$ cat config.mk
export PLATFORM = sky130hd
export DESIGN_NAME = mem_stage
export DESIGN_NICKNAME = d
export VERILOG_FILES = /design/src/rtl/mem_stage.sv
export SDC_FILE = /design/constraint.sdc
export NUM_CORES = 1
export LEC_CHECK = 0
export BUFFER_PORTS_ARGS = -buffer_cell sky130_fd_sc_hd__buf_2
export CORE_MARGIN = 2
export CORE_UTILIZATION = 45
export DETAILED_ROUTE_END_ITERATION = 7
export PLACE_DENSITY = 0.77
export RECOVER_POWER = 25
export SYNTH_ARGS = -nofsm -noshare
export SYNTH_HDL_FRONTEND = slang
export SYNTH_SLANG_ARGS = --single-unit
$ cat constraint.sdc
create_clock -name clk -period 2.34 [get_ports clk]
set_input_delay 0.117 -clock clk [delete_from_list [all_inputs] [get_ports clk]]
set_output_delay 0.117 -clock clk [all_outputs]
set_load 0.01 [all_outputs]
$ cat src/rtl/mem_stage.sv
// Beta pipeline memory stage: registers execute results, runs LD/LDR/ST over a req/ack
// data-memory handshake and feeds writeback. MEM_ALIGN_CHECK_EN traps misaligned memory ops.
module mem_stage #(
    parameter logic [31:0] NOP_INST = 32'h83FF_F800,
    parameter int unsigned ADDR_W   = 32
) (
    input  logic              clk,
    input  logic              rst_n,
    input  logic [31:0]       pc_mem_next,
    input  logic [31:0]       ir_mem_next,
    input  logic [31:0]       y_mem_next,
    input  logic [31:0]       st_mem_next,
    output logic              mem_stall,
    output logic              dmem_req,
    output logic              dmem_we,
    output logic [ADDR_W-1:0] dmem_addr,
    output logic [31:0]       dmem_wdata,
    input  logic [31:0]       dmem_rdata,
    input  logic              dmem_ack,
    output logic              mem_misalign,
    output logic [31:0]       pc_wb_next,
    output logic [31:0]       ir_wb_next,
    output logic [31:0]       y_wb_next
);

    localparam logic [5:0] OPCODE_LD  = 6'h18;
    localparam logic [5:0] OPCODE_ST  = 6'h19;
    localparam logic [5:0] OPCODE_LDR = 6'h1F;

    localparam logic [1:0] IDLE = 2'd0;
    localparam logic [1:0] REQ  = 2'd1;
    localparam logic [1:0] DONE = 2'd2;

    logic [1:0]  state_q;
    logic [1:0]  state_d;
    logic [31:0] pc_mem;
    logic [31:0] ir_mem;
    logic [31:0] y_mem;
    logic [31:0] st_mem;
    logic [31:0] ld_data;
    logic        trap_q;
    logic        trap_d;
    logic        next_is_mem;
    logic        cur_is_st;
    logic        cur_is_load;

    assign next_is_mem = (ir_mem_next[31:26] == OPCODE_LD) ||
                         (ir_mem_next[31:26] == OPCODE_ST) ||
                         (ir_mem_next[31:26] == OPCODE_LDR);
    assign cur_is_st   = (ir_mem[31:26] == OPCODE_ST);
    assign cur_is_load = (ir_mem[31:26] == OPCODE_LD) || (ir_mem[31:26] == OPCODE_LDR);
    assign mem_stall   = (state_q == REQ);
    assign mem_misalign = trap_q;

`ifdef MEM_ALIGN_CHECK_EN
    assign trap_d = next_is_mem && (y_mem_next[1:0] != 2'b00);
`else
    assign trap_d = 1'b0;
`endif

    // State register
    always_ff @(posedge clk or negedge rst_n) begin
        if (!rst_n) begin
            state_q <= IDLE;
        end else begin
            state_q <= state_d;
        end
    end

    // Next state: any non-stalled edge re-decodes the incoming instruction
    always_comb begin
        state_d = state_q;
        case (state_q)
            REQ: begin
                if (dmem_ack) begin
                    state_d = DONE;
                end
            end
            default: begin
                state_d = (next_is_mem && !trap_d) ? REQ : IDLE;
            end
        endcase
    end

    // Stage registers and captured load data
    always_ff @(posedge clk or negedge rst_n) begin
        if (!rst_n) begin
            pc_mem  <= 32'h0;
            ir_mem  <= NOP_INST;
            y_mem   <= 32'h0;
            st_mem  <= 32'h0;
            ld_data <= 32'h0;
            trap_q  <= 1'b0;
        end else begin
            if (!mem_stall) begin
                pc_mem <= pc_mem_next;
                ir_mem <= ir_mem_next;
                y_mem  <= y_mem_next;
                st_mem <= st_mem_next;
                trap_q <= trap_d;
            end
            if (mem_stall && dmem_ack) begin
                ld_data <= dmem_rdata;
            end
        end
    end

    // Memory port and writeback view; REQ and trapped ops present a bubble
    always_comb begin
        dmem_req   = 1'b0;
        dmem_we    = cur_is_st;
        dmem_addr  = {y_mem[ADDR_W-1:2], 2'b00};
        dmem_wdata = st_mem;
        pc_wb_next = pc_mem;
        ir_wb_next = ir_mem;
        y_wb_next  = y_mem;
        case (state_q)
            REQ: begin
                dmem_req   = 1'b1;
                ir_wb_next = NOP_INST;
                y_wb_next  = 32'h0;
            end
            DONE: begin
                if (cur_is_load) begin
                    y_wb_next = ld_data;
                end
            end
            default: begin
                if (trap_q) begin
                    ir_wb_next = NOP_INST;
                    y_wb_next  = 32'h0;
                end
            end
        endcase
    end

endmodule

==> Yosys cells after proc, flatten, opt, wreduce, memory -nomap -nowiden <==
Index checks and enable logic that the tools add are counted.
{ "totals": {"ff_bits": 162, "inputBits": 163, "output_inout_bits": 164, "wordCells": 26} }
{ "classes": {"n_eq_ne": 9, "muxes": 7, "reduce_logical": 4} }
{ "op_table": {"columns": ["cell", "n"], "rows": [
  ["32-bit two-way mux", 2],
  ["32-bit one-hot mux with 2 select lines", 1],
  ["6-bit by 5-bit == test with 1-bit output, second input constant", 6],
  ["2-bit two-way mux", 2],
  ["1-bit logical OR", 3],
  ["2-bit by 1-bit == test with 1-bit output, second input constant", 1],
  ["2-bit == test, second input constant", 1],
  ["1-bit two-way mux", 2],
  ["2-bit by 1-bit != test with 1-bit output, second input constant", 1],
  ["1-bit logical AND", 1]
]} }

==> Logic depth before layout (Yosys ltp) <==
{ "logic_depth": {"ltp_word": 5, "depth_mapped": 7, "ltp_nobuf": 5} }

==> Worst setup path after synthesis <==
Ideal clock, no wire load.
{ "synth_path": {"path_type": "flip-flop to output port", "from": "register ir_mem[26]", "to": "output y_wb_next[0]", "arrival_ns": 1.827, "required_time_ns": 2.223, "slack_ns": 0.396, "path_stages_with_launch": 5, "n_path_buf": 1, "cell_sequence": "dfrtp_1 -> or3_4 -> a2111oi_4 -> buf_6 -> mux2i_1"} }
{ "synth_via": {"elab_chain_cells": 4, "word_cells_on_any_way": 5} }
{ "synth_lines": {"columns": ["element", "line_no", "source"], "rows": [
  ["from (decl)", "37", "logic [31:0] ir_mem;"],
  ["from (signal assigned)", "97", "ir_mem <= ir_mem_next;"],
  ["6-bit by 5-bit == test with 1-bit output", "51", "assign cur_is_load = (ir_mem[31:26] == OPCODE_LD) || (ir_mem[31:26] == OPCODE_LDR);"],
  ["1-bit logical OR *", "51", null],
  ["32-bit two-way mux *", "124", "if (cur_is_load) begin"],
  ["32-bit one-hot mux with 2 select lines *", "117", "case (state_q)"],
  ["to (decl)", "23", "output logic [31:0] y_wb_next"]
]} }
Every way passes the cells marked *; elsewhere a longest branch is shown, timed or not.

==> Final worst setup path <==
{ "layout_path": {"from": "register ir_mem[27]", "to": "output y_wb_next[29]"} }
The elaborated chain is that of the path after synthesis.

==> tab_implementation.tex <==
\begin{tabular}{lr}
\hline
Metric & Value \\
\hline
\multicolumn{2}{l}{\textbf{Clock tree}} \\
\quad H-tree depth reported by CTS & 4 \\
\quad Worst-case clock buffer depth & 2 \\
\quad CTS Buf Count & 17 \\
\quad Master cell of the clock root buffer & sky130\_fd\_sc\_hd\_\_clkbuf\_16 \\
\quad Clock sink count & 162 \\
\quad CTS tree & yes \\
\quad Clock slew at reported path FFs & $\sim$0.07 ns \\
\quad Clock latency of the later-clocked register in the worst-skew pair & 0.42 ns \\
\multicolumn{2}{l}{\textbf{Hold path}} \\
\quad Worst Hold Path Cells & 3 \\
\quad Min-Delay Path Class & primary input to flop \\
\multicolumn{2}{l}{\textbf{Placement}} \\
\quad Number of buffers inserted by port buffering & roughly 320 \\
\quad HPWL reported at the end of detailed placement & between 10000 and 15000 µm \\
\quad RD Place Congestion & 0.782 \\
\quad Area of placed instances & between 0.008 and 0.009 mm² \\
\quad Placed instance count & 1026 \\
\multicolumn{2}{l}{\textbf{Die}} \\
\quad Rows & 46 \\
\quad Top-level port count & approximately 330 \\
\quad Chip height & 130 µm \\
\quad Die area & 0.0170 mm² \\
\quad Core Region & 0.0157 mm² \\
\quad Starting density of the core & 0.457 \\
\quad Width of the die & between 100 and 150 µm \\
\multicolumn{2}{l}{\textbf{Run status}} \\
\quad Failing checks & capacitance limit, slew limit, setup timing \\
\quad Status & complete, but fails checks \\
\multicolumn{2}{l}{\textbf{Cells and area}} \\
\quad Core utilization of the finished layout & 0.712 \\
\quad P\&R area growth vs syn & 55.9\% \\
\quad Number of standard cells in the final layout excluding fillers & 1230 \\
\quad Ratio of cells with drive above 1 in the final layout & 0.540 \\
\quad Final nets & 1166 \\
\quad Final cell area excluding filler cells & 0.0112 mm² \\
\quad Total of fill cells in the finished design & between 900 and 1000 \\
\quad Diode insertion count for antenna repair & 0 \\
\multicolumn{2}{l}{\textbf{Route}} \\
\quad \# DRC & 0 \\
\quad Count of vias placed by the detailed router & between 5000 and 6000 \\
\quad Vias per inst & 4.80 \\
\quad ANT nets after route & 0 \\
\quad Detailed Route Iter0 Violations & 211 \\
\quad Routed wire length & about 21000 µm \\
\quad WL per Instance & 17.4 µm \\
\quad First drt pass iteration count & 4 \\
\multicolumn{2}{l}{\textbf{Worst setup path}} \\
\quad CP Data Required Time & 2.22 ns \\
\quad R2R depth & 5 \\
\quad Sort of element at the start of the critical path & flop \\
\quad Data arrival time of the critical path & 2.33 ns \\
\quad Type of destination of the critical path & primary output \\
\quad CP max FO & 8 \\
\quad Kind of critical path & flop to primary output \\
\multicolumn{2}{l}{\textbf{STA}} \\
\quad Fin Setup TNS & -1.76 ns \\
\quad Clock tree skew after final layout & between 0.006 and 0.007 ns \\
\quad Number of hold violations in the final report & 0 \\
\quad RSZ-0062 raised after global routing & true \\
\quad Maximum clock rate & 408 MHz \\
\quad Finish-stage setup viols & 32 \\
\quad Post-route fraction of the period consumed by the critical path & 1.05 \\
\quad Worst slew margin relative to its limit & -0.104 \\
\quad Slew at the pin with the worst max-slew slack & 1.66 ns \\
\quad Time the final worst path needs with I/O delays and setup & about 2.4 ns \\
\quad Final WS setup & -0.109 ns \\
\quad Final Max Tran Viols & 67 \\
\multicolumn{2}{l}{\textbf{Global routing}} \\
\quad First-pass GRT wire length & 32100 µm \\
\quad GRT Resource Usage Total & 0.249 \\
\quad Number of global-route vias before repair & 6361 \\
\quad Pin count of the biggest net entering global routing & 109 \\
\quad Antenna violations before repair & 0 \\
\quad Total gr overflow & 0 \\
\multicolumn{2}{l}{\textbf{Logic synthesis}} \\
\quad Sequential area share after synthesis & 0.568 \\
\quad Mean Syn Cell Area & 13.4 µm² \\
\quad Primary FF master, synth & sky130\_fd\_sc\_hd\_\_dfrtp\_1 \\
\quad Post-synth EDFFs & 0 \\
\quad Total of warnings raised by yosys & 0 \\
\quad Post-synthesis cell area & about 0.007 mm² \\
\quad Proportion of synthesized flip-flops having asynchronous set or reset & 1.00 \\
\quad Number of instances in the synthesized netlist & $\sim$540 \\
\quad Synthesized flop and latch total & 162 \\
\quad Library cells used by synthesis & 27 \\
\multicolumn{2}{l}{\textbf{Power and ir drop}} \\
\quad Cell Pwr Density & roughly 650 mW/mm² \\
\quad Largest voltage drop on the vdd net & about 0.46 mV \\
\quad Leakage power total & roughly 5.3 nW \\
\quad Sum of internal, switching and leakage power & 0.00731 W \\
\multicolumn{2}{l}{\textbf{Flow run}} \\
\quad Number of maximum-capacitance violations & 1 \\
\hline
\end{tabular}
[layout by cell type (no fill, tap or decap), drive strengths merged, types with 7 or more instances in the layout]
| master | count |
|---|---|
| buf | 341 |
| dfrtp | 146 |
| inv | 7 |
| clkbuf | 23 |
| mux2 | 159 |
| nor2b | 16 |
| or2 | 17 |
| nand2 | 69 |
| mux2i | 32 |
| dlygate4sd3 | 162 |
| dfstp | 16 |
[timing repair]
| item | CTS | global route |
|---|---|---|
| endpoints found under the setup margin | 32 | 32 |
| resized for setup | 5 | 4 |
| cloned | 2 | 1 |
| pin swaps | 1 | 2 |
| endpoints found under the hold margin | 209 | 0 |
| buffers inserted | 6 | 3 |
| hold buffers | 162 | 0 |
[worst paths after layout]
path | end | slack (ns) | start
worst max-delay path | y_wb_next[29] | -0.11 | ir_mem[27]$_DFFE_PN0N_
worst min-delay path | dmem_wdata[12]$_DFFE_PN0N_ | 0.45 | st_mem_next[12]
worst max register to register | ld_data[19]$_DFFE_PN0P_ | 0.67 | state_q[0]$_DFFE_PN0P_
worst min register to register | pc_wb_next[0]$_DFFE_PN0N_ | 0.49 | pc_wb_next[0]$_DFFE_PN0N_
max in group asynchronous | ld_data[29]$_DFFE_PN0P_ | 0.29 | rst_n
min in group asynchronous | pc_wb_next[3]$_DFFE_PN0N_ | 0.69 | rst_n
[per-stage QoR]
step,worst slack [ns],hold slack [ns]
after floorplan,0.396,-0.179
after global placement,0.263,0.155
after detailed placement,0.256,0.157
after CTS,-0.0900,0.268
after global routing,-0.197,0.439
final,-0.109,0.447
[state kept, by name (all words and copies together) (netlist names)]
name and cells:
dmem_wdata 32, ir_mem 32, ld_data 32, pc_wb_next 32
y_mem 32, state_q 2
[logic make-up (layout without fill, tap and decap cells)]
family	count (synthesis)	after routing	synth area share
flops	162	162	0.568
buf+inv	68	543	0.0565
simple gates	108	108	0.0701
mux	191	191	0.294
compound gates	5	5	0.00767
fa+ha+maj	2	2	0.00349
other cells	1	3	0.000523
[layer usage]
metal  up-vias  track usage  routed length (µm)
met4         0        0.119                 725
li1       2720            -                   -
met5         -            0                   0
met3        62       0.0672                1180
met2       233        0.461               11600
met1      2895        0.261                7940
[worst max-delay path, cell delays in order (launching register included)]
cell and delay [ns]:
sky130_fd_sc_hd__dfrtp_1 0.39, sky130_fd_sc_hd__or3_4 0.40, sky130_fd_sc_hd__a2111oi_4 0.36, sky130_fd_sc_hd__buf_6 0.20, sky130_fd_sc_hd__buf_12 0.16, sky130_fd_sc_hd__mux2i_4 0.27
sky130_fd_sc_hd__buf_6 0.13
[power breakdown]
group | switching (W) | leakage, nW | total (W) | internal [W]
sequential | 0.000167 | 1.90 | 0.00327 | 0.00310
combinational | 0.000558 | 3.14 | 0.00127 | 0.000709
clock | 0.00117 | 0.280 | 0.00278 | 0.00161
total | 0.00189 | 5.32 | 0.00731 | 0.00542
[synthesized netlist by cell type, types with 2 or more instances]
| library cell | number | area, µm² |
|---|---|---|
| sky130_fd_sc_hd__dfrtp_1 | 146 | 3650 |
| sky130_fd_sc_hd__mux2_2 | 131 | 1480 |
| sky130_fd_sc_hd__nand2_1 | 69 | 259 |
| sky130_fd_sc_hd__buf_4 | 34 | 255 |
| sky130_fd_sc_hd__mux2i_1 | 32 | 320 |
| sky130_fd_sc_hd__mux2_1 | 28 | 315 |
| sky130_fd_sc_hd__clkbuf_1 | 24 | 90.1 |
| sky130_fd_sc_hd__dfstp_2 | 16 | 420 |
| sky130_fd_sc_hd__or2_2 | 16 | 100 |
| sky130_fd_sc_hd__nor2b_1 | 15 | 93.8 |
| sky130_fd_sc_hd__buf_1 | 4 | 15.0 |
| sky130_fd_sc_hd__buf_6 | 3 | 33.8 |
| sky130_fd_sc_hd__inv_1 | 3 | 11.3 |
| sky130_fd_sc_hd__ha_1 | 2 | 25.0 |
| sky130_fd_sc_hd__nor2_1 | 2 | 7.51 |
[final cells by class]
| cell class | count | area [µm²] | area share |
|---|---|---|---|
| well taps | 216 | 270 | 0.0242 |
| inverters | 3 | 11.3 | 0.00101 |
| flip-flops and latches | 162 | 4070 | 0.364 |
| multi-input cells | 309 | 2750 | 0.245 |
| repair buffers | 508 | 3490 | 0.312 |
| clock buffers | 18 | 439 | 0.0393 |
| clock inverters | 14 | 153 | 0.0136 |
(Power assumes the default switching activity.)
